`config.mk`:
```
export PLATFORM = sky130hd
export DESIGN_NAME = core_if_branch_predict
export DESIGN_NICKNAME = d
export VERILOG_FILES = /design/src/rtl/core_bp_pkg.sv /design/src/rtl/core_bp_sat_counter.sv /design/src/rtl/core_if_branch_predict.sv
export SDC_FILE = /design/constraint.sdc
export NUM_CORES = 2
export LEC_CHECK = 0
export ABC_CLOCK_PERIOD_IN_PS = 18500
export CAP_MARGIN = 15
export CORE_MARGIN = 1.5
export CORE_UTILIZATION = 40
export DETAILED_ROUTE_END_ITERATION = 16
export PLACE_DENSITY_LB_ADDON = 0.2
export SYNTH_ARGS = -nofsm -noshare
export SYNTH_HDL_FRONTEND = slang
export SYNTH_HIERARCHICAL = 1
export SYNTH_SLANG_ARGS = --single-unit
```
`constraint.sdc`:
```
create_clock -name clk -period 18.5 [get_ports clk]
set_clock_uncertainty 0.2 [all_clocks]
set_input_delay 4.625 -clock clk [delete_from_list [all_inputs] [get_ports clk]]
set_output_delay 4.625 -clock clk [all_outputs]
set_load 0.005 [all_outputs]
```
`src/rtl/core_bp_pkg.sv`:
```
// Shared types and helpers for the fetch-stage branch predictor.
// Gshare indexing is enabled with CORE_BP_GHR_EN (see core_if_branch_predict).
package core_bp_pkg;

    localparam logic [1:0] CNT_SNT = 2'b00;
    localparam logic [1:0] CNT_WNT = 2'b01;
    localparam logic [1:0] CNT_WT  = 2'b10;
    localparam logic [1:0] CNT_ST  = 2'b11;

    // Tag width depends on table depth, so tags live in a separate array in the top.
    typedef struct packed {
        logic        valid;
        logic [29:0] tgt;
        logic [1:0]  cnt;
    } bp_entry_t;

    function automatic logic [31:0] bp_index(input logic [31:0] pc, input logic [31:0] ghr,
                                             input int unsigned idx_w);
        logic [31:0] mask;
        mask = (32'd1 << idx_w) - 32'd1;
        return ((pc >> 2) ^ ghr) & mask;
    endfunction

endpackage

```
`src/rtl/core_bp_sat_counter.sv`:
```
// Combinational next-state for a 2-bit saturating taken/not-taken counter.
module core_bp_sat_counter
    import core_bp_pkg::*;
(
    input  logic [1:0] cnt_i,
    input  logic       taken_i,
    output logic [1:0] cnt_o
);

    always_comb begin
        cnt_o = cnt_i;
        if (taken_i) begin
            if (cnt_i != CNT_ST) cnt_o = cnt_i + 2'd1;
        end else begin
            if (cnt_i != CNT_SNT) cnt_o = cnt_i - 2'd1;
        end
    end

endmodule

```
`src/rtl/core_if_branch_predict.sv`:
```
// Direct-mapped BTB with 2-bit counters: zero-latency lookup at IF, one-entry update from EX.
// Define CORE_BP_GHR_EN to XOR a global history register into the lookup index (gshare).
module core_if_branch_predict
    import core_bp_pkg::*;
#(
    parameter int unsigned ENTRIES = 16
) (
    input  logic                       clk,
    input  logic                       rst,
    input  logic                       i_if_valid,
    input  logic [31:0]                i_if_pc,
    output logic                       o_pred_taken,
    output logic [31:0]                o_pred_target,
    output logic [$clog2(ENTRIES)-1:0] o_pred_idx,
    input  logic                       i_ex_upd,
    input  logic [31:0]                i_ex_pc,
    input  logic [$clog2(ENTRIES)-1:0] i_ex_idx,
    input  logic                       i_ex_taken,
    input  logic [31:0]                i_ex_target
);

    localparam int unsigned IDX_W = $clog2(ENTRIES);
    localparam int unsigned TAG_W = 30 - IDX_W;

    bp_entry_t        entry_q [ENTRIES];
    logic [TAG_W-1:0] tag_q   [ENTRIES];
    bp_entry_t        entry_d;
    logic [TAG_W-1:0] tag_d;
    logic [IDX_W-1:0] ghr;
    logic [IDX_W-1:0] lk_idx;
    logic             lk_hit;
    logic             ex_hit;
    logic [1:0]       cnt_nxt;
    logic             unused_bits;

`ifdef CORE_BP_GHR_EN
    logic [IDX_W-1:0] ghr_q, ghr_d;

    // Truncating cast keeps the youngest IDX_W outcomes, also valid when IDX_W == 1.
    always_comb ghr_d = i_ex_upd ? IDX_W'({ghr_q, i_ex_taken}) : ghr_q;

    always_ff @(posedge clk) begin
        if (rst) ghr_q <= '0;
        else     ghr_q <= ghr_d;
    end

    assign ghr = ghr_q;
`else
    assign ghr = '0;
`endif

    assign lk_idx = IDX_W'(bp_index(i_if_pc, 32'(ghr), IDX_W));
    assign lk_hit = entry_q[lk_idx].valid && (tag_q[lk_idx] == i_if_pc[31:IDX_W+2]);

    assign o_pred_idx    = lk_idx;
    assign o_pred_taken  = i_if_valid & lk_hit & entry_q[lk_idx].cnt[1];
    assign o_pred_target = o_pred_taken ? {entry_q[lk_idx].tgt, 2'b00} : i_if_pc + 32'd4;

    // Training trusts the index carried down the pipe, not one recomputed from i_ex_pc.
    assign ex_hit = entry_q[i_ex_idx].valid && (tag_q[i_ex_idx] == i_ex_pc[31:IDX_W+2]);

    core_bp_sat_counter u_sat_counter (
        .cnt_i   (entry_q[i_ex_idx].cnt),
        .taken_i (i_ex_taken),
        .cnt_o   (cnt_nxt)
    );

    always_comb begin
        entry_d = entry_q[i_ex_idx];
        tag_d   = tag_q[i_ex_idx];
        if (ex_hit) begin
            entry_d.cnt = cnt_nxt;
            if (i_ex_taken) entry_d.tgt = i_ex_target[31:2];
        end else if (i_ex_taken) begin
            entry_d.valid = 1'b1;
            entry_d.tgt   = i_ex_target[31:2];
            entry_d.cnt   = CNT_WT;
            tag_d         = i_ex_pc[31:IDX_W+2];
        end
    end

    always_ff @(posedge clk) begin
        if (rst) begin
            for (int i = 0; i < ENTRIES; i++) begin
                entry_q[i] <= '{valid: 1'b0, tgt: 30'd0, cnt: CNT_WNT};
                tag_q[i]   <= '0;
            end
        end else if (i_ex_upd) begin
            entry_q[i_ex_idx] <= entry_d;
            tag_q[i_ex_idx]   <= tag_d;
        end
    end

    assign unused_bits = ^{i_ex_pc[IDX_W+1:0], i_ex_target[1:0]};

endmodule

```
==> summary.md <==
| Metric | Value |
|---|---|
| First-pass DRT Iterations | 6 |
| Sw Ratio | between 20% and 30% |
| I/O pins | 142 |
| Yosys top cell area share | 55.56% |
| Layout area overhead | 11.72% |
| DR vias | between 30000 and 40000 |
| Sequential share of the synthesized area | 55.56% |
| WP depth | 12 |
| WL final | 181500 um |
| Post-DP HPWL | 101700 um |
| Register-to-Register Path Depth | 10 |
| Clock network fraction of total power | 39.1% |
| Slew HR | 19.87% |
| # DRC | 0 |
| Main synth FF type | edfxtp_1 |
| Internal power | 3858 uW |
| Post-CTS sizing | 0 |
| Hold Fails Final Rpt | 0 |
| Inserted Clock Buffers | 105 |
| Most frequent cells after synthesis | edfxtp_1, nor2_1, mux4_2 |
| Synth Register Bits | between 900 and 1000 |
| Gate power share | 13.6% |
| First-pass GRT wire length | 253000 um |
| Worst-path clk slew | 0.06 ns |
| Die area | 129700 um2 |
| RR Startpoint | tag_q[15][10]$_SDFFCE_PN0P_ |
| Cells along the critical path | buf_8 -> buf_4 -> mux4_2 -> mux2i_1 -> xnor2_1 -> a21oi_1 -> a22oi_1 -> or4_1 -> nor3_1 -> and3_2 -> mux2_2 -> clkdlybuf4s50_1 |
| # clock sinks | around 940 |
| Power Density | around 90 nW/um2 |
| Worst Setup End Kind | output port |
| Unique masters post-synth | 68 |
| Crit share post-route | 81.90% |
| Post-synth EDFFs | ~940 |
| Async set-reset flop share out of synthesis | 0% |
| Most frequent cell after synthesis | edfxtp_1 |
| Type of the worst setup path | primary input to output port |
| End point of the critical path | o_pred_target[14] |
| Max capacitance violation total | 0 |
| Unrepaired setup endpoints after global routing | no |
| # rows | 130 |
| Overall power | 5236 uW |
| FF-to-FF End | tag_q[9][25]$_SDFFCE_PN0P_ |
| Net switching power | around 1400 uW |
| Largest area contributor in the netlist | edfxtp_1 |
| Fin cells | around 5200 |
| Setup Buffers After CTS | 0 |
| Syn Nets | 3525 |
| CTS root buf | clkbuf_16 |
| Startpoint types | primary input |
| Tot GR Track Use | approximately 28% |
| Final min period | 15.15 ns |
| Slew @ Worst Pin | approximately 1.2 ns |
| Cts hold-fix bufs | 0 |
| Syn Area/Cell | 14.92 um2 |
| Final setup viols | 0 |
| Routed vias/inst | 6.383 |
| Chip height | between 300 and 400 um |
| VDD IR max | 0.06780 mV |
| Largest stage delay, worst path | 1.03 ns |
| Crit Path Max Fanout | 71 |
| Crit path from | i_if_pc[2] |
| Slew Viols, Final | 0 |
| Syn. warnings | 6 |
| Synthesized cell area | 51020 um2 |
| Worst Hold Class | register to register |
| Setup TNS | 0 ns |
| Critical Path Slowest Stage Cell | and3_2 |
| Max H-tree Level | 3 |
| Initial Util | between 40 and 50% |
| Share of power burned in registers | between 40 and 50% |
| Initial antenna violation count | 8 |
| Placed Cells | 4964 |
| Largest net degree at the start of global routing | 119 |
| CTS tree | built |
| DR WL/cell | 35.16 um |
| CP required | 13.68 ns |
| Worst reg2reg setup slack | between 10 and 15 ns |
| Critical path arrival | 10.33 ns |
| Vias in the first global route | around 32000 |
| Placer Congestion | 0.8376 |
| Ranking of synthesized cells by area | edfxtp_1, mux4_2, nor2_1, mux2i_1, nor2_2 |
| Crit path max-delay family | simple AND/OR/NAND/NOR gates |
| Post-Syn Instances | ~3400 |
| Buffers added on ports | 133 |
| Core area | roughly 130000 um2 |
| GR Overflow Total | 0 |
| NumNets Final | 3530 |
| Status | completed |
| CP bufs+invs | 3 |
| Highest clock rate | between 60 and 70 MHz |
| Layout cell share with drive strength beyond 1 | 31.09% |
| CTS Buffer Depth | 3 |
| Die W | 360.2 um |
| Skew-Pair Late Insertion Delay | between 0.7 and 0.8 ns |
| Static Leak | 0.01927 uW |
| Antenna-violating nets left | 0 |
| Initial DRC count | between 4000 and 5000 |
## worst min-delay path: stages (launching register included)
cell      delay (ns)
edfxtp_1        0.34
mux4_2          0.23
mux4_2          0.22
mux2i_1         0.08
nor2_1          0.09
## metrics by stage
| step | area (um2) | utilization [%] | setup WS (ns) | hold WS, ns |
|---|---|---|---|---|
| after floorplan | 51020 | - | 5.659 | 0.8247 |
| after global placement | 53690 | 42.59 | 3.367 | 0.8290 |
| after detailed placement | 53720 | 42.61 | 3.368 | 0.8561 |
| after CTS | 56980 | 45.20 | 3.371 | 0.8672 |
| after global routing | 57000 | 45.22 | 3.125 | 0.9177 |
| final | 57000 | 45.22 | 3.348 | 0.8717 |
## registers in the layout (all words and copies together), names as in the netlist
signal   flops
entry_q    528
tag_q      416
## routing by layer
metal | global-route usage (%) | vias up | wire length [um]
met5 | 0 | - | 53
li1 | - | 13160 | -
met1 | 39.25 | 17470 | 73090
met2 | 43.45 | 2005 | 84130
met3 | 5.074 | 311 | 18470
met4 | 8.990 | 10 | 5778
## placed cells by master, fill, tap and decap left out, types with 29 or more instances in the layout
cell / n
buf_4: 96
clkbuf_16: 107
clkdlybuf4s50_1: 124
edfxtp_1: 944
mux2_2: 57
mux2i_1: 137
mux4_2: 504
nand2_1: 65
nand3_1: 38
nor2_1: 763
nor2_2: 201
o21ai_0: 29
xnor2_1: 64
## power by group through the flow
| stage | sequential, uW | clock (uW) | combinational, uW |
|---|---|---|---|
| 2_1_floorplan | 2510 | 0 | 461 |
| 3_3_place_gp | 2520 | 0 | 700 |
| 3_5_place_dp | 2520 | 0 | 703 |
| 4_1_cts | 2480 | 2060 | 705 |
| 5_1_grt | 2490 | 2130 | 737 |
| 6_report | 2480 | 2050 | 710 |
## worst min path at each step
stage / startpoint / end / slack, ns / cells after the start
4_1_cts: entry_q[14][29]$_SDFFCE_PN0P_ / entry_q[2][29]$_SDFFCE_PN0P_ / 0.87 / 4
5_1_grt: entry_q[11][29]$_SDFFCE_PN0P_ / entry_q[2][29]$_SDFFCE_PN0P_ / 0.92 / 4
6_report: entry_q[8][29]$_SDFFCE_PN0P_ / entry_q[2][29]$_SDFFCE_PN0P_ / 0.87 / 4
3_5_place_dp: entry_q[14][29]$_SDFFCE_PN0P_ / entry_q[2][29]$_SDFFCE_PN0P_ / 0.86 / 4
3_3_place_gp: entry_q[7][29]$_SDFFCE_PN0P_ / entry_q[2][29]$_SDFFCE_PN0P_ / 0.83 / 4
2_1_floorplan: entry_q[8][32]$_SDFFCE_PN0P_ / entry_q[0][32]$_SDFFCE_PN0P_ / 0.82 / 4
## kinds of logic after synthesis
logic type / after synthesis / share of synthesized area, %
xor+xnor: 81 / 1.390
buf+inv: 350 / 3.524
compound gates: 140 / 1.935
flops: 944 / 55.56
fa+ha+maj: 3 / 0.06865
simple gates: 1176 / 10.20
mux: 725 / 27.32
## cell type report
type | count | area (um2)
fill | 10980 | 69050
sequential | 944 | 28350
multi-input combinational | 2125 | 21150
clock buffer | 133 | 2775
timing repair buffer | 231 | 2115
tap | 1650 | 2064
clock inverter | 62 | 485.5
inverter | 17 | 68.82
antenna | 1 | 2.502
Power figures use the tool's default switching activity.
